[src/rtl/boxing_pkg.sv]
// Shared types and constants for the boxing game blocks.
package boxing_pkg;

    localparam int unsigned NUM_LEDS = 5;
    localparam int unsigned BCD_W    = 4;

    typedef logic [BCD_W-1:0] bcd_t;

    typedef enum logic [2:0] {
        ST_IDLE,
        ST_PLAY,
        ST_HIT_FLASH,
        ST_MISS_FLASH,
        ST_GAME_OVER
    } judge_state_t;

endpackage

[src/rtl/btn_debounce.sv]
// Button conditioner: two-flop synchronizer, stability debounce, one-cycle press on rising level.
module btn_debounce #(
    parameter int unsigned DEBOUNCE_CYCLES = 16
) (
    input  logic clk,
    input  logic rst,
    input  logic btn,
    output logic press
);

    localparam int unsigned CW = (DEBOUNCE_CYCLES > 1) ? $clog2(DEBOUNCE_CYCLES) : 1;

    logic          r_sync1;
    logic          r_sync2;
    logic          r_level;
    logic          r_press;
    logic [CW-1:0] r_cnt;

    // Level follows the synced input only after DEBOUNCE_CYCLES consecutive disagreements.
    always_ff @(posedge clk) begin
        if (rst) begin
            r_sync1 <= 1'b0;
            r_sync2 <= 1'b0;
            r_level <= 1'b0;
            r_press <= 1'b0;
            r_cnt   <= '0;
        end else begin
            r_sync1 <= btn;
            r_sync2 <= r_sync1;
            r_press <= 1'b0;
            if (r_sync2 == r_level) begin
                r_cnt <= '0;
            end else if (r_cnt == CW'(DEBOUNCE_CYCLES - 1)) begin
                r_level <= r_sync2;
                r_press <= r_sync2;
                r_cnt   <= '0;
            end else begin
                r_cnt <= r_cnt + 1'b1;
            end
        end
    end

    assign press = r_press;

endmodule

[src/rtl/punch_judge.sv]
// Boxing game judge: hit/miss decision on each press, BCD score, lives and game sequencing.
module punch_judge
    import boxing_pkg::*;
#(
    parameter int unsigned DEBOUNCE_CYCLES = 16,
    parameter int unsigned TARGET_IDX      = 4,
    parameter int unsigned START_LIVES     = 3,
    parameter int unsigned FLASH_CYCLES    = 8
) (
    input  logic                clk,
    input  logic                rst,
    input  logic [NUM_LEDS-1:0] led,
    input  logic                btn,
    input  logic                start,
    output bcd_t                score_tens,
    output bcd_t                score_ones,
    output logic [1:0]          lives,
    output logic                playing,
    output logic                flash,
    output logic                hit_pulse,
    output logic                miss_pulse,
    output logic                game_over
);

    localparam int unsigned FW = (FLASH_CYCLES > 1) ? $clog2(FLASH_CYCLES) : 1;

    judge_state_t  r_state;
    logic [FW-1:0] r_flash_cnt;
    bcd_t          r_tens;
    bcd_t          r_ones;
    logic [1:0]    r_lives;
    logic          r_playing;
    logic          r_flash;
    logic          r_hit;
    logic          r_miss;
    logic          r_over;
    logic          w_press;
    logic          w_target;

    btn_debounce #(
        .DEBOUNCE_CYCLES(DEBOUNCE_CYCLES)
    ) u_btn (
        .clk  (clk),
        .rst  (rst),
        .btn  (btn),
        .press(w_press)
    );

    assign w_target = led[TARGET_IDX];

    always_ff @(posedge clk) begin
        if (rst) begin
            r_state     <= ST_IDLE;
            r_flash_cnt <= '0;
            r_tens      <= '0;
            r_ones      <= '0;
            r_lives     <= 2'(START_LIVES);
            r_playing   <= 1'b0;
            r_flash     <= 1'b0;
            r_hit       <= 1'b0;
            r_miss      <= 1'b0;
            r_over      <= 1'b0;
        end else begin
            r_hit  <= 1'b0;
            r_miss <= 1'b0;
            case (r_state)
                ST_IDLE, ST_GAME_OVER: begin
                    if (start) begin
                        r_state   <= ST_PLAY;
                        r_tens    <= '0;
                        r_ones    <= '0;
                        r_lives   <= 2'(START_LIVES);
                        r_playing <= 1'b1;
                        r_over    <= 1'b0;
                    end
                end
                ST_PLAY: begin
                    if (w_press && w_target) begin
                        r_hit       <= 1'b1;
                        r_state     <= ST_HIT_FLASH;
                        r_flash     <= 1'b1;
                        r_flash_cnt <= '0;
                        // Score saturates at 99; ones carries into tens.
                        if (!(r_tens == 4'd9 && r_ones == 4'd9)) begin
                            if (r_ones == 4'd9) begin
                                r_ones <= '0;
                                r_tens <= r_tens + 4'd1;
                            end else begin
                                r_ones <= r_ones + 4'd1;
                            end
                        end
                    end else if (w_press) begin
                        r_miss  <= 1'b1;
                        r_lives <= (r_lives > 2'd1) ? (r_lives - 2'd1) : 2'd0;
                        if (r_lives <= 2'd1) begin
                            r_state   <= ST_GAME_OVER;
                            r_playing <= 1'b0;
                            r_over    <= 1'b1;
                        end else begin
                            r_state     <= ST_MISS_FLASH;
                            r_flash     <= 1'b1;
                            r_flash_cnt <= '0;
                        end
                    end
                end
                ST_HIT_FLASH, ST_MISS_FLASH: begin
                    if (r_flash_cnt == FW'(FLASH_CYCLES - 1)) begin
                        r_state <= ST_PLAY;
                        r_flash <= 1'b0;
                    end else begin
                        r_flash_cnt <= r_flash_cnt + 1'b1;
                    end
                end
                default: begin
                    r_state <= ST_IDLE;
                end
            endcase
        end
    end

    assign score_tens = r_tens;
    assign score_ones = r_ones;
    assign lives      = r_lives;
    assign playing    = r_playing;
    assign flash      = r_flash;
    assign hit_pulse  = r_hit;
    assign miss_pulse = r_miss;
    assign game_over  = r_over;

endmodule

[config.mk]
export PLATFORM = sky130hd
export DESIGN_NAME = punch_judge
export DESIGN_NICKNAME = d
export VERILOG_FILES = /design/src/rtl/boxing_pkg.sv /design/src/rtl/btn_debounce.sv /design/src/rtl/punch_judge.sv
export SDC_FILE = /design/constraint.sdc
export NUM_CORES = 1
export LEC_CHECK = 0
export CAP_MARGIN = 40
export CORE_AREA = 2 2 77 42
export CTS_BUF_LIST = sky130_fd_sc_hd__clkbuf_4
export CTS_CLUSTER_DIAMETER = 120
export DETAILED_ROUTE_END_ITERATION = 16
export DIE_AREA = 0 0 79 44
export PLACE_DENSITY = 0.76
export SYNTH_ARGS = -nofsm -noshare
export SYNTH_HDL_FRONTEND = slang
export SYNTH_HIERARCHICAL = 1
export SYNTH_SLANG_ARGS = --single-unit
[constraint.sdc]
create_clock -name clk -period 1.65 [get_ports clk]
set_input_delay 0.33 -clock clk [delete_from_list [all_inputs] [get_ports clk]]
set_output_delay 0.33 -clock clk [all_outputs]
set_load 0.05 [all_outputs]
==> flow_summary_export.csv <==
group,metric,value,unit
run_status,status,"finished, violations left",
run_status,failed_checks,"negative setup slack",
power,power.density,703,mW/mm2
sta,setup_tns,-0.192,ns
job,max-cap-violations,0,
synth,ys_types,43,
layout,diodes,0,
worst_setup_path,path_cells,"inv_2 -> ha_4 -> and3b_1 -> o31a_1 -> or4_4 -> a21oi_2",
layout,fin_cells,234,
route,viasPerCell,5.56,
worst_setup_path,start_kind,"flop",
cts,clock-root-buffer,"clkbuf_4",
cts,cts_buffer_depth,2,
worst_setup_path,critPathSlowestCell,"or4_4",
worst_setup_path,critPathRequiredTime,1.92,ns
floorplanning,rows,14,
power,clkPwrFrac,0.320,
floorplanning,fp.dieW,79,um
route,drtPass1Iterations,4,
placed_design,io_buffers,19,
cts,cts_made_buffers,5,
synth,synth_edf_count,0,
power,seq_power_share,0.526,
synth,yosysTopAreaCellShare,0.444,
sta,slew_headroom,0.759,
layout,final_cell_area,0.00194,mm2
power,switchingPower,366,uW
layout,drive_above_1_share,0.459,
power,p_leak,0.838,nW
synth,postSynthCellCount,140,
synth,postSynth.asyncResetShare,0,
floorplanning,die_y,44,um
sta,whs,0.375,ns
floorplanning,ios,24,
sta,worst_pin_slew,0.353,ns
sta,fin_crit,1.72,ns
layout,num-fill-cells,216,
sta,rsz0062_at_grt,"true",
cts,clkTransAtPathRegs,0.10,ns
sta,hold_viol_final,0,
sta,setup_ws,-0.0727,ns
worst_setup_path,crit_path_end_kind,"flop",
worst_setup_path,critPathMaxStageDelay,0.44,ns
sta,drv_slew,0,
route,drt-total-wl,3.76,mm
grt,grt_pass1_wl,5.69,mm
grt,grt_overflow,0,
cts,worstSkewPairLatency,0.33,ns
placed_design,dpl_cell_area,0.00169,mm2
placed_design,gp_congestion,0.871,
grt,grt_max_degree,27,
placed_design,post-place-cells,219,
route,drt-initial-drc-count,99,
worst_setup_path,crit_type,"flop to flop",
route,via_count,1300,
floorplanning,coreArea,0.00284,mm2
placed_design,dpl_worst_slack,-0.540,ns
cts,cts_tree,"built",
route,drc,0,
sta,fin_crit_sh,1.04,
synth,synth.avg_cell_area,9.33,um2
synth,syn_nets,156,
cts,clock_sinks,29,
power,p_int,1.00,mW
synth,yosys.area.top_type,"dfxtp_1",
route,antenna_left,0,
worst_setup_path,critPathBufInv,1,
grt,grtUsageTotal,0.221,
layout,synthToLayoutAreaGrowth,48.9,%
worst_setup_path,crit_fanout,4,
route,wire_per_inst,16.1,um
worst_setup_path,reg2reg_slack,-0.07,ns
synth,ys_seq_area_frac,0.444,
synth,ys_warn_count,6,
sta,setup_viol,3,
synth,synth_area,0.00131,mm2
floorplanning,die_area,0.00348,mm2
cts,cts_hold_buf,0,
sta,max_freq,580,MHz
synth,yosys_most_used_dff,"dfxtp_1",
floorplanning,initial_utilization,0.460,
worst_setup_path,critPathArrivalTime,1.99,ns
grt,grt_pass1_vias,1238,
grt,antenna_found_initial,0,
power,combPwrFrac,0.154,
layout,nets,209,
synth,ys_ff_latch,29,
power,max-vdd-ir-drop,363,uV
sta,fin_skew,0.0194,ns
power,swShare,0.268,
cts,h-tree-depth,2,
synth,synth.area.top_cells,"dfxtp_1 (44%), ha_1 (6.7%), nor2_1 (4.3%)",
placed_design,dpl.hpwl,2.41,mm
worst_hold_path,hold_path_class,"input port to flop",
worst_setup_path,cp_top_family,"simple AND/OR/NAND/NOR gates",
==> cells by family after synthesis <==
logic type,after synthesis,share of synthesized area
AOI/OAI and AO/OA,38,0.191
DFF,29,0.444
xor gates and xnor gates,3,0.0201
muxes,2,0.0153
and+or+nand+nor,50,0.230
adders and majority gates,7,0.0670
buffers and inverters,11,0.0326
==> metal layers <==
metal	share of wire	track usage
met1	0.46	0.279
met2	0.46	0.342
met3	0.058	0.0625
met4	0.023	0.134
met5	0	0
==> repair_timing <==
item	in CTS	in global routing
buffers inserted	1	6
resized for setup	14	21
endpoints found under the setup margin	8	13
pin swaps	1	8
==> metrics by stage <==
step,power [mW],utilization
6_report,1.37,0.685
5_1_grt,1.44,0.685
4_1_cts,1.35,0.634
3_5_place_dp,0.905,0.597
3_3_place_gp,0.900,0.597
2_1_floorplan,0.823,-
==> synthesized netlist by cell type (all sizes together), types with 2 or more instances <==
cell	number
inv	7
ha	7
a22oi	2
nand3	5
o31ai	3
nand2	3
nand3b	2
o21ai	7
and3b	3
or2	2
a221oi	2
clkbuf	3
nor2	15
a2111oi	3
nor2b	2
xor2	3
mux2i	2
dfxtp	29
a21oi	9
or3b	2
a31oi	7
nor3b	2
nor3	3
or4	3
==> worst reg2reg max path, stage by stage, from the launching register on <==
cell and delay [ns]:
dfxtp_4 0.36, inv_2 0.04, ha_4 0.15, and3b_1 0.18, o31a_1 0.35, or4_4 0.44
a21oi_2 0.14
==> flip-flops by register name, summed over array words and instances (netlist names) <==
| name | count |
|---|---|
| hit_pulse | 1 |
| r_state | 3 |
| game_over | 1 |
| u_btn/r_cnt | 4 |
| miss_pulse | 1 |
| playing | 1 |
| u_btn/r_level | 1 |
| r_flash_cnt | 3 |
| score_tens | 4 |
| score_ones | 4 |
| u_btn/press | 1 |
| u_btn/r_sync2 | 1 |
| lives | 2 |
| u_btn/r_sync1 | 1 |
| flash | 1 |
==> area by class of cell <==
class	instances	area, um2	share of cell area
Clock buffer	7	52.6	0.0270
Clock inverter	1	3.75	0.00193
Inverter	7	26.3	0.0135
Multi-Input combinational cell	100	810	0.416
Sequential cell	29	598	0.308
Tap cell	40	50.0	0.0257
Timing Repair Buffer	50	404	0.208
==> final timing paths <==
kind                              start                          to  depth (start not counted)
max          score_tens[1]$_SDFFE_PP0P_  score_tens[0]$_SDFFE_PP0P_                          6
min                               start       lives[0]$_SDFFE_PP1P_                          3
max reg2reg  score_tens[1]$_SDFFE_PP0P_  score_tens[0]$_SDFFE_PP0P_                          6
min reg2reg    u_btn/r_sync1$_SDFF_PP0_    u_btn/r_sync2$_SDFF_PP0_                          1
==> power by group through the flow <==
stage | Clock (mW) | Combinational [mW] | Sequential (mW)
floorplan | 0 | 0.0610 | 0.762
global placement | 0 | 0.163 | 0.736
detailed placement | 0 | 0.167 | 0.738
CTS | 0.443 | 0.181 | 0.721
global route | 0.492 | 0.225 | 0.721
finish | 0.437 | 0.211 | 0.719
==> layout by cell type, fill, tap and decap left out, types with 3 or more instances in the layout <==
master | netlist | routed
o21ai_0 | 7 | 6
dfxtp_4 | 0 | 3
nor2_1 | 15 | 15
ha_1 | 7 | 5
or4_4 | 0 | 3
dfxtp_1 | 29 | 21
inv_1 | 7 | 5
a21oi_2 | 0 | 4
clkbuf_4 | 0 | 7
nand3_1 | 4 | 4
xor2_1 | 3 | 3
buf_4 | 0 | 44
a31oi_1 | 7 | 6
clkdlybuf4s50_1 | 0 | 3
dfxtp_2 | 0 | 5
a21oi_1 | 9 | 5
(Power assumes the default switching activity.)
